--- src/rtl/serial_subtractor_nbits.sv ---
// rtl/serial_subtractor_nbits.sv - bit-serial subtractor diff = s1 - s0 - bin, LSB first (optional SUB_OVF_EN adds ovf)
module serial_subtractor_nbits #(
  parameter int WIDTH = 8
) (
  input  logic             clk,
  input  logic             rst,
  input  logic             start,
  input  logic [WIDTH-1:0] s1,
  input  logic [WIDTH-1:0] s0,
  input  logic             bin,
  output logic             busy,
  output logic             done,
  output logic [WIDTH-1:0] diff,
  output logic             bout
`ifdef SUB_OVF_EN
  ,
  output logic             ovf
`endif
);

  localparam int CW = (WIDTH > 2) ? $clog2(WIDTH) : 1;
  localparam logic [CW-1:0] LAST = CW'(WIDTH - 1);

  typedef enum logic [1:0] {
    st_idle = 2'd0,
    st_run  = 2'd1,
    st_done = 2'd2
  } state_t;

  state_t           state, state_nxt;
  logic [WIDTH-1:0] a_sh, b_sh, res;
  logic [CW-1:0]    cnt;
  logic             br;
  logic             d, br_nxt;
  logic             last_bit;
`ifdef SUB_OVF_EN
  logic             a_msb, b_msb;
`endif

  // One full-subtractor cell; operands shift right so bit i is always at [0]
  always_comb begin
    d        = a_sh[0] ^ b_sh[0] ^ br;
    br_nxt   = (~a_sh[0] & b_sh[0]) | (~a_sh[0] & br) | (b_sh[0] & br);
    last_bit = (cnt == LAST);
  end

  // State register
  always_ff @(posedge clk or posedge rst) begin
    if (rst) begin
      state <= st_idle;
    end else begin
      state <= state_nxt;
    end
  end

  // Next-state and status decode; DONE always lasts exactly one cycle
  always_comb begin
    state_nxt = state;
    busy      = 1'b0;
    done      = 1'b0;
    case (state)
      st_idle: begin
        if (start) state_nxt = st_run;
      end
      st_run: begin
        busy = 1'b1;
        if (last_bit) state_nxt = st_done;
      end
      st_done: begin
        done      = 1'b1;
        state_nxt = st_idle;
      end
      default: state_nxt = st_idle;
    endcase
  end

  // Datapath: capture on accept, one bit per RUN cycle, results land with the
  // final bit so they are already valid during the DONE cycle and held after
  always_ff @(posedge clk or posedge rst) begin
    if (rst) begin
      a_sh  <= '0;
      b_sh  <= '0;
      res   <= '0;
      cnt   <= '0;
      br    <= 1'b0;
      diff  <= '0;
      bout  <= 1'b0;
`ifdef SUB_OVF_EN
      a_msb <= 1'b0;
      b_msb <= 1'b0;
      ovf   <= 1'b0;
`endif
    end else begin
      case (state)
        st_idle: begin
          if (start) begin
            a_sh  <= s1;
            b_sh  <= s0;
            br    <= bin;
            cnt   <= '0;
            res   <= '0;
`ifdef SUB_OVF_EN
            a_msb <= s1[WIDTH-1];
            b_msb <= s0[WIDTH-1];
`endif
          end
        end
        st_run: begin
          a_sh <= a_sh >> 1;
          b_sh <= b_sh >> 1;
          br   <= br_nxt;
          res  <= {d, res[WIDTH-1:1]};
          if (last_bit) begin
            diff <= {d, res[WIDTH-1:1]};
            bout <= br_nxt;
`ifdef SUB_OVF_EN
            ovf  <= (a_msb != b_msb) & (d != a_msb);
`endif
          end else begin
            cnt <= cnt + CW'(1);
          end
        end
        default: ;
      endcase
    end
  end

endmodule

--- config.mk ---
export PLATFORM = sky130hd
export DESIGN_NAME = serial_subtractor_nbits
export DESIGN_NICKNAME = d
export VERILOG_FILES = /design/src/rtl/serial_subtractor_nbits.sv
export SDC_FILE = /design/constraint.sdc
export NUM_CORES = 1
export LEC_CHECK = 0
export ABC_AREA = 1
export BUFFER_PORTS_ARGS = -buffer_cell sky130_fd_sc_hd__buf_2
export CAP_MARGIN = 20
export CORE_MARGIN = 2
export CORE_UTILIZATION = 49
export DETAILED_ROUTE_END_ITERATION = 12
export MAX_ROUTING_LAYER = met4
export PLACE_DENSITY = 0.81
export SYNTH_ARGS = -nofsm -noshare
export SYNTH_HDL_FRONTEND = slang
export SYNTH_SLANG_ARGS = --single-unit
--- constraint.sdc ---
create_clock -name clk -period 1.3 [get_ports clk]
set_clock_uncertainty 0.1 [all_clocks]
set_input_delay 0.39 -clock clk [delete_from_list [all_inputs] [get_ports clk]]
set_output_delay 0.39 -clock clk [all_outputs]
set_load 0.01 [all_outputs]
# Word-level counts from Yosys, hierarchy flattened
# Cells that the tools add are included.
# op_classes
add_sub_neg	1
eq_ne	6
mux	16
n_bitwise	8
reduce_logical	6
# op_table
operator	n
$pmux 8 s2	3
$mux 8	3
$mux 3	2
$ne 2x2->1 const B	3
$pmux 3 s2	1
$reduce_and 2->1	3
$mux 2	2
$pmux 2 s2	1
$add 3x1->3 const B	1
$and 1x1->1	3
$eq 3x3->1 const B	1
$mux 1	3
$reduce_and 3->1	1
$eq 2x1->1 const B	1
$eq 2x2->1 const B	1
$logic_not 2->1	1
$or 1x1->1	2
$pmux 1 s2	1
$reduce_bool 2->1	1
$xor 1x1->1	2
$not 1->1	1
# totals
regBits	39
inputBits	20
output_inout_bits	11
wordCells	45

# Depth between registers and ports, before layout
# Gate-level depths: netlist of run 1.
# depth
ltp_word	5
ltp_mapped	6
ltp_nobuf	6

# Worst setup path after synthesis of run 1
# No wires, ideal clock.
# synth_path
path_kind	register to register
startpoint	register cnt[0]
endpoint	register bout
setup_ps	117
arrival_ps	1127
required_ps	1083
slack_ps	-44
path_stages_with_launch	7
n_path_buf	0
synth_period_minus_slack_ps	1344
cell_sequence	dfrtp_1 > ha_1 > ha_1 > inv_1 > nor2_8 > nand2_1 > nand2_1
# synth_between
elab_chain_len	2
# synth_lines
item	line_no	source
start, declared	32	logic [CW-1:0] cnt;
start signal, assigned	120	cnt <= cnt + CW'(1);
$eq 3x3->1	44	last_bit = (cnt == LAST);
$reduce_and 2->1 (no source line)	n/a	
end signal, assigned	115	bout <= br_nxt;
end, declared	14	output logic bout
# Every way passes these cells.
# A chain may end at the register's enable or synchronous reset.

# Final worst setup path of run 1
# layout_path
startpoint	register state[1]
endpoint	output busy
# layout_between
elab_chain_len	2
# layout_lines
item	line_no	source
start, declared	30	state_t state, state_nxt;
start signal, assigned	50	state <= st_idle;
start signal, assigned	52	state <= state_nxt;
$eq 2x1->1	61	case (state)
$mux 1	61	
end, declared	11	output logic busy,
# Every way passes these cells.

==> metrics, run 1 <==
reg2reg start state[1]; Seq/Total Area, Yosys 53.98%; critical path class reg2out; HPWL after DPL approximately 2.4 mm; f_max 612.0 MHz; die area between 4000 and 5000 um2; dpl cells 274; Reg2Reg Depth 8; Mapped Cells ~190; post-synthesis register bit count 38; CTS root buf clkbuf_4; number of synthesized flops with an enable pin 0; Port Buffer Count 30; area post-placement 2008 um2; crit path launch type flop; Max clock buf depth 2; DR vias 1,687; Final Hold Fails 0; crit path capture type primary output; R2R setup slack -0.19 ns; max_slew headroom 84.77%; chip height 63.96 um; first-pass GRT wire length 7.065 mm; vias per inst 5.460; FF-to-FF End diff[3]; minimum clock period about 1.6 ns; status finished, violations left; Ports 31; final worst path period share 125.7%; main flop type after synthesis dfrtp_1; Seq. cell area between 900 and 1000 um2; hold path start s1[7]; CTS tree done; Final Net Count 285; Min Hold Slack 0.1241 ns; RSZ-0062 raised after global routing true; CP Data Arrival Time 1.14 ns; H-tree Lvls 2; commonest cells after routing, fill and taps aside 53 x nand2_1, 37 x dfrtp_1, 30 x buf_4, 29 x buf_2, 28 x nand3_2; largest net degree at the start of global routing 39; Synth async-reset ratio 100.0%; Starting Density 51.97%; n_diodes 0; Clock Pin Slew Worst Setup and Hold Paths 0.13 ns; clock sinks 38; total CTS buffers 5; Initial DRC Count 137; Multi-input gate area 996.0 um2; Worst Path Max Fanout 4; Crit path required time about 0.81 ns; DIE WIDTH 63.96 um; Total Wirelength 5.385 mm; setup ws final -0.3339 ns; DRT antenna net count 0; fin util about 80%; # rows 21; vias in the first global route between 1.5k and 2k; endpoints failing setup 45; Syn-to-layout area delta 53.55%; Global Route Usage Sum 23.17%; Core Box Area 3390 um2; Max Slew Vio Count 0; power per cell area 2253 nW/um2; P_leak 1.395 nW; initial antenna violation count 0; Clock Latency Late Sink 0.35 ns; Initial DRT Pass Iterations 4; gpl congestion between 0.7 and 0.8; max_cap viols 0; DR WL/cell 17.43 um; share of cells above drive strength 1 53.23%; FILL cells 201; VDD IR max 1.386 mV; yosys warns 0; Slew @ Worst Pin between 0.2 and 0.25 ns; fin area 2705 um2; synth unique cells 18; failing checks setup timing; Final Non-Filler Cells 309; syn_area_per_cell 9.081 um2; Mapped Area 1762 um2; WHS Path Cells 3; grt total ovfl 0; most common cell after layout, fill and taps aside nand2_1; Synth Net Count 217; DRC 0; Hold Path Class in2reg; Worst Hold Path EP a_sh[7]; placement-stage worst setup slack -0.06915 ns
worst max-delay path, stage by stage, from the launching register on:
cell,delay [ns]
dfrtp_1,0.45
inv_4,0.12
nand2_8,0.07
inv_8,0.06
buf_6,0.09
repair_timing:
item                                    in CTS  in global routing
endpoints found under the setup margin      23                 44
hold buffers                                 1                  0
buffers inserted                            11                 13
gates resized for setup                     12                 67
endpoints found under the hold margin       38                  0
pin swaps                                    5                 33
gates cloned                                 1                  2
cell usage after synthesis, types with 2 or more instances:
| cell | number | area [um2] |
|---|---|---|
| inv_1 | 8 | 30.03 |
| nand3_1 | 45 | 225.2 |
| buf_6 | 4 | 45.04 |
| buf_2 | 3 | 15.01 |
| nand4_1 | 13 | 81.33 |
| dfrtp_1 | 38 | 950.9 |
| ha_1 | 2 | 25.02 |
| buf_4 | 4 | 30.03 |
| nor2_1 | 3 | 11.26 |
| nand2_1 | 66 | 247.7 |
sequential cells by signal, summed over array words and instances, names as in the netlist:
name / flops
a_sh: 8
b_sh: 8
bout: 1
br: 1
cnt: 3
diff: 8
res: 7
state: 2
stage by stage:
step,TNS [ns],total power [mW]
final,-5.500,6.095
after global routing,-7.591,6.434
after CTS,-1.530,5.068
after detailed placement,-0.4593,3.697
after global placement,-0.04196,3.629
after floorplan,0,3.181
power breakdown:
part	switching, mW	total, mW	internal [mW]
Clock	0.434	1.03	0.601
Sequential	0.397	2.04	1.64
Combinational	1.60	3.02	1.43
Total	2.43	6.10	3.67
kinds of logic (layout without fill, tap and decap cells):
| logic type | after synthesis | count (layout) | synth area share, % |
|---|---|---|---|
| and+or+nand+nor | 131 | 133 | 35.37 |
| DFF | 38 | 38 | 53.98 |
| buffers and inverters | 21 | 88 | 7.812 |
| adders and majority gates | 3 | 3 | 2.557 |
| AOI/OAI and AO/OA | 1 | 1 | 0.2838 |
layer usage:
layer	up-vias	GRT usage [%]	routed length (um)	part of all wire, %
met5	-	-	0	0
met4	0	7.880	233	4.3
met3	19	5.282	209	3.9
met2	51	37.89	2898	54
met1	840	28.37	2044	38
li1	777	-	-	-
worst max path at each step:
stage,from,to,slack [ns],cells past startpoint
3_3_place_gp,cnt[0],cnt[1],-0.01,6
3_5_place_dp,cnt[0],cnt[1],-0.07,6
4_1_cts,state[0],done,-0.31,2
6_report,state[1],busy,-0.33,4
2_1_floorplan,cnt[0],cnt[0],0.007,6
5_1_grt,state[1],busy,-0.38,4
area by class of cell:
class / instances / area share [%]
inverter: 10 / 2.081
clock buffer: 5 / 1.388
multi-input combinational: 137 / 36.82
clock inverter: 3 / 2.544
timing repair buffer: 70 / 19.84
tap: 46 / 2.128
sequential: 38 / 35.20
Note: power is estimated with default switching activity, not from simulation.
==> run 2: changes to the inputs <==
--- a/config.mk
+++ b/config.mk
@@ -13,6 +13,7 @@
 export DETAILED_ROUTE_END_ITERATION = 12
 export MAX_ROUTING_LAYER = met4
 export PLACE_DENSITY = 0.81
+export REMOVE_ABC_BUFFERS = 1
 export SYNTH_ARGS = -nofsm -noshare
 export SYNTH_HDL_FRONTEND = slang
 export SYNTH_SLANG_ARGS = --single-unit
==> run 2 against run 1 <==
- the flow still finishes with violations (setup timing)
- non-clock buffer count is 14 lower
- count of clock-buffer cells in the layout grew 1
- via count down 7.8%
- sequential cell count is the same
- routed wire length fell by 24%
- critical path type unchanged
==> metrics, run 2 (synthesis gave the netlist of run 1 again) <==
status finished, violations left; failing checks setup timing; crit path capture type primary output; initial antenna violation count 0; crit path launch type flop; Final Hold Fails 0; critical path class reg2out; endpoints failing setup 22; chip height approximately 64 um; DR vias 1,556; fin area 2335 um2; Seq pwr share 36.8%; Max clock buf depth 2; placement-stage worst setup slack -0.1084 ns; Core Box Area 3390 um2; Crit path required time 0.81 ns; total CTS buffers 5; CP Data Arrival Time around 1.1 ns; final worst path period share 123.2%; Worst Path Max Fanout 3; Final Net Count 271; fraction of power consumed by the clock network 19.9%; Global Route Usage Sum 22.73%; max_slew headroom 86.50%; Ports 31; VDD IR max 1.199 mV; first-pass GRT wire length roughly 6.8 mm; Hold Path Class in2reg; area post-placement 1989 um2; Syn-to-layout area delta 32.53%; Starting Density 51.97%; # rows 21; CTS tree done; Largest regs a_sh (8), b_sh (8), diff (8); P_leak around 1.2 nW; final total power 5.271 mW; vias in the first global route 1,510; largest net degree at the start of global routing 39; Max Slew Vio Count 0; Clock Pin Slew Worst Setup and Hold Paths 0.11 ns; max_cap viols 0; Total Wirelength between 4 and 5 mm; DRC 0; Logic pwr share a little over two fifths; minimum clock period approximately 1.6 ns; R2R setup slack -0.06 ns; H-tree Lvls 2; RSZ-0062 raised after global routing true; Clock Latency Late Sink 0.35 ns; setup ws final -0.3013 ns; DR WL/cell ~14 um; commonest cells after routing, fill and taps aside 64 x nand2_1, 43 x nand3_1, 37 x dfrtp_1, 29 x buf_2, 19 x buf_4; share of cells above drive strength 1 32.53%; clock sinks 38; dpl cells 272; most common cell after layout, fill and taps aside nand2_1; Internal 3.357 mW; power per cell area 2258 nW/um2; grt total ovfl 0; die area 4091 um2; Psw 1.914 mW; switch share 36.31%; Initial DRT Pass Iterations 4; Initial DRC Count 83; CTS root buf clkbuf_4; Final Non-Filler Cells 295; HPWL after DPL roughly 2.5 mm; n_diodes 0; Slew @ Worst Pin 0.2025 ns; Port Buffer Count 30; f_max ~620 MHz; vias per inst 5.275; DRT antenna net count 0; DIE WIDTH between 60 and 70 um; gpl congestion 0.8059
[run 2: cell type report]
| type | count | area, um2 |
|---|---|---|
| Timing Repair Buffer | 56 | 411.6 |
| Multi-Input combinational cell | 137 | 752.0 |
| Tap cell | 46 | 57.56 |
| Fill cell | 272 | 1055 |
| Sequential cell | 38 | 952.2 |
| Inverter | 10 | 50.05 |
| Clock inverter | 2 | 60.06 |
| Clock buffer | 6 | 51.30 |
[run 2: worst paths after layout]
kind	start	to	cells after the start
min	s0[7]	b_sh[7]	3
min in group asynchronous	rst	state[1]	4
max in group asynchronous	rst	state[0]	4
max reg2reg	state[1]	diff[4]	7
min reg2reg	diff[3]	diff[3]	2
max	state[1]	busy	4
[run 2: through the flow]
| stage | util (%) | hold slack (ns) | TNS, ns |
|---|---|---|---|
| 5_1_grt | 68.88 | 0.1280 | -3.366 |
| 2_1_floorplan | - | 0.3459 | -2.355 |
| 3_5_place_dp | 58.69 | 0.3551 | -1.016 |
| 6_report | 68.88 | 0.1260 | -1.511 |
| 3_3_place_gp | 58.69 | 0.3498 | -0.4609 |
| 4_1_cts | 66.00 | 0.1182 | -1.444 |
[run 2: critical path, stage by stage, from the launching register on]
cell and delay, ns:
dfrtp_1 0.44, inv_4 0.11, nand2_8 0.07, inv_8 0.06
buf_6 0.09
[run 2: power by group through the flow]
stage,clock (mW),sequential [mW],combinational (mW)
2_1_floorplan,0,1.95,1.04
3_3_place_gp,0,1.92,1.68
3_5_place_dp,0,1.94,1.73
4_1_cts,1.06,1.93,2.01
5_1_grt,1.12,1.99,2.55
6_report,1.05,1.94,2.28
[run 2: metal layers]
metal	vias up	part of all wire (%)	track usage, %
met5	-	0	-
met4	0	2.0	9.239
met3	11	6.3	6.514
met2	59	51	36.46
met1	735	41	26.99
li1	751	-	-
[run 2: what timing repair did]
item,4_1_cts,5_1_grt
hold buffers,1,0
cloned,2,1
pin swaps,6,9
resized for setup,16,8
endpoints found under the hold margin,38,0
setup buffers,6,6
endpoints found under the setup margin,24,44
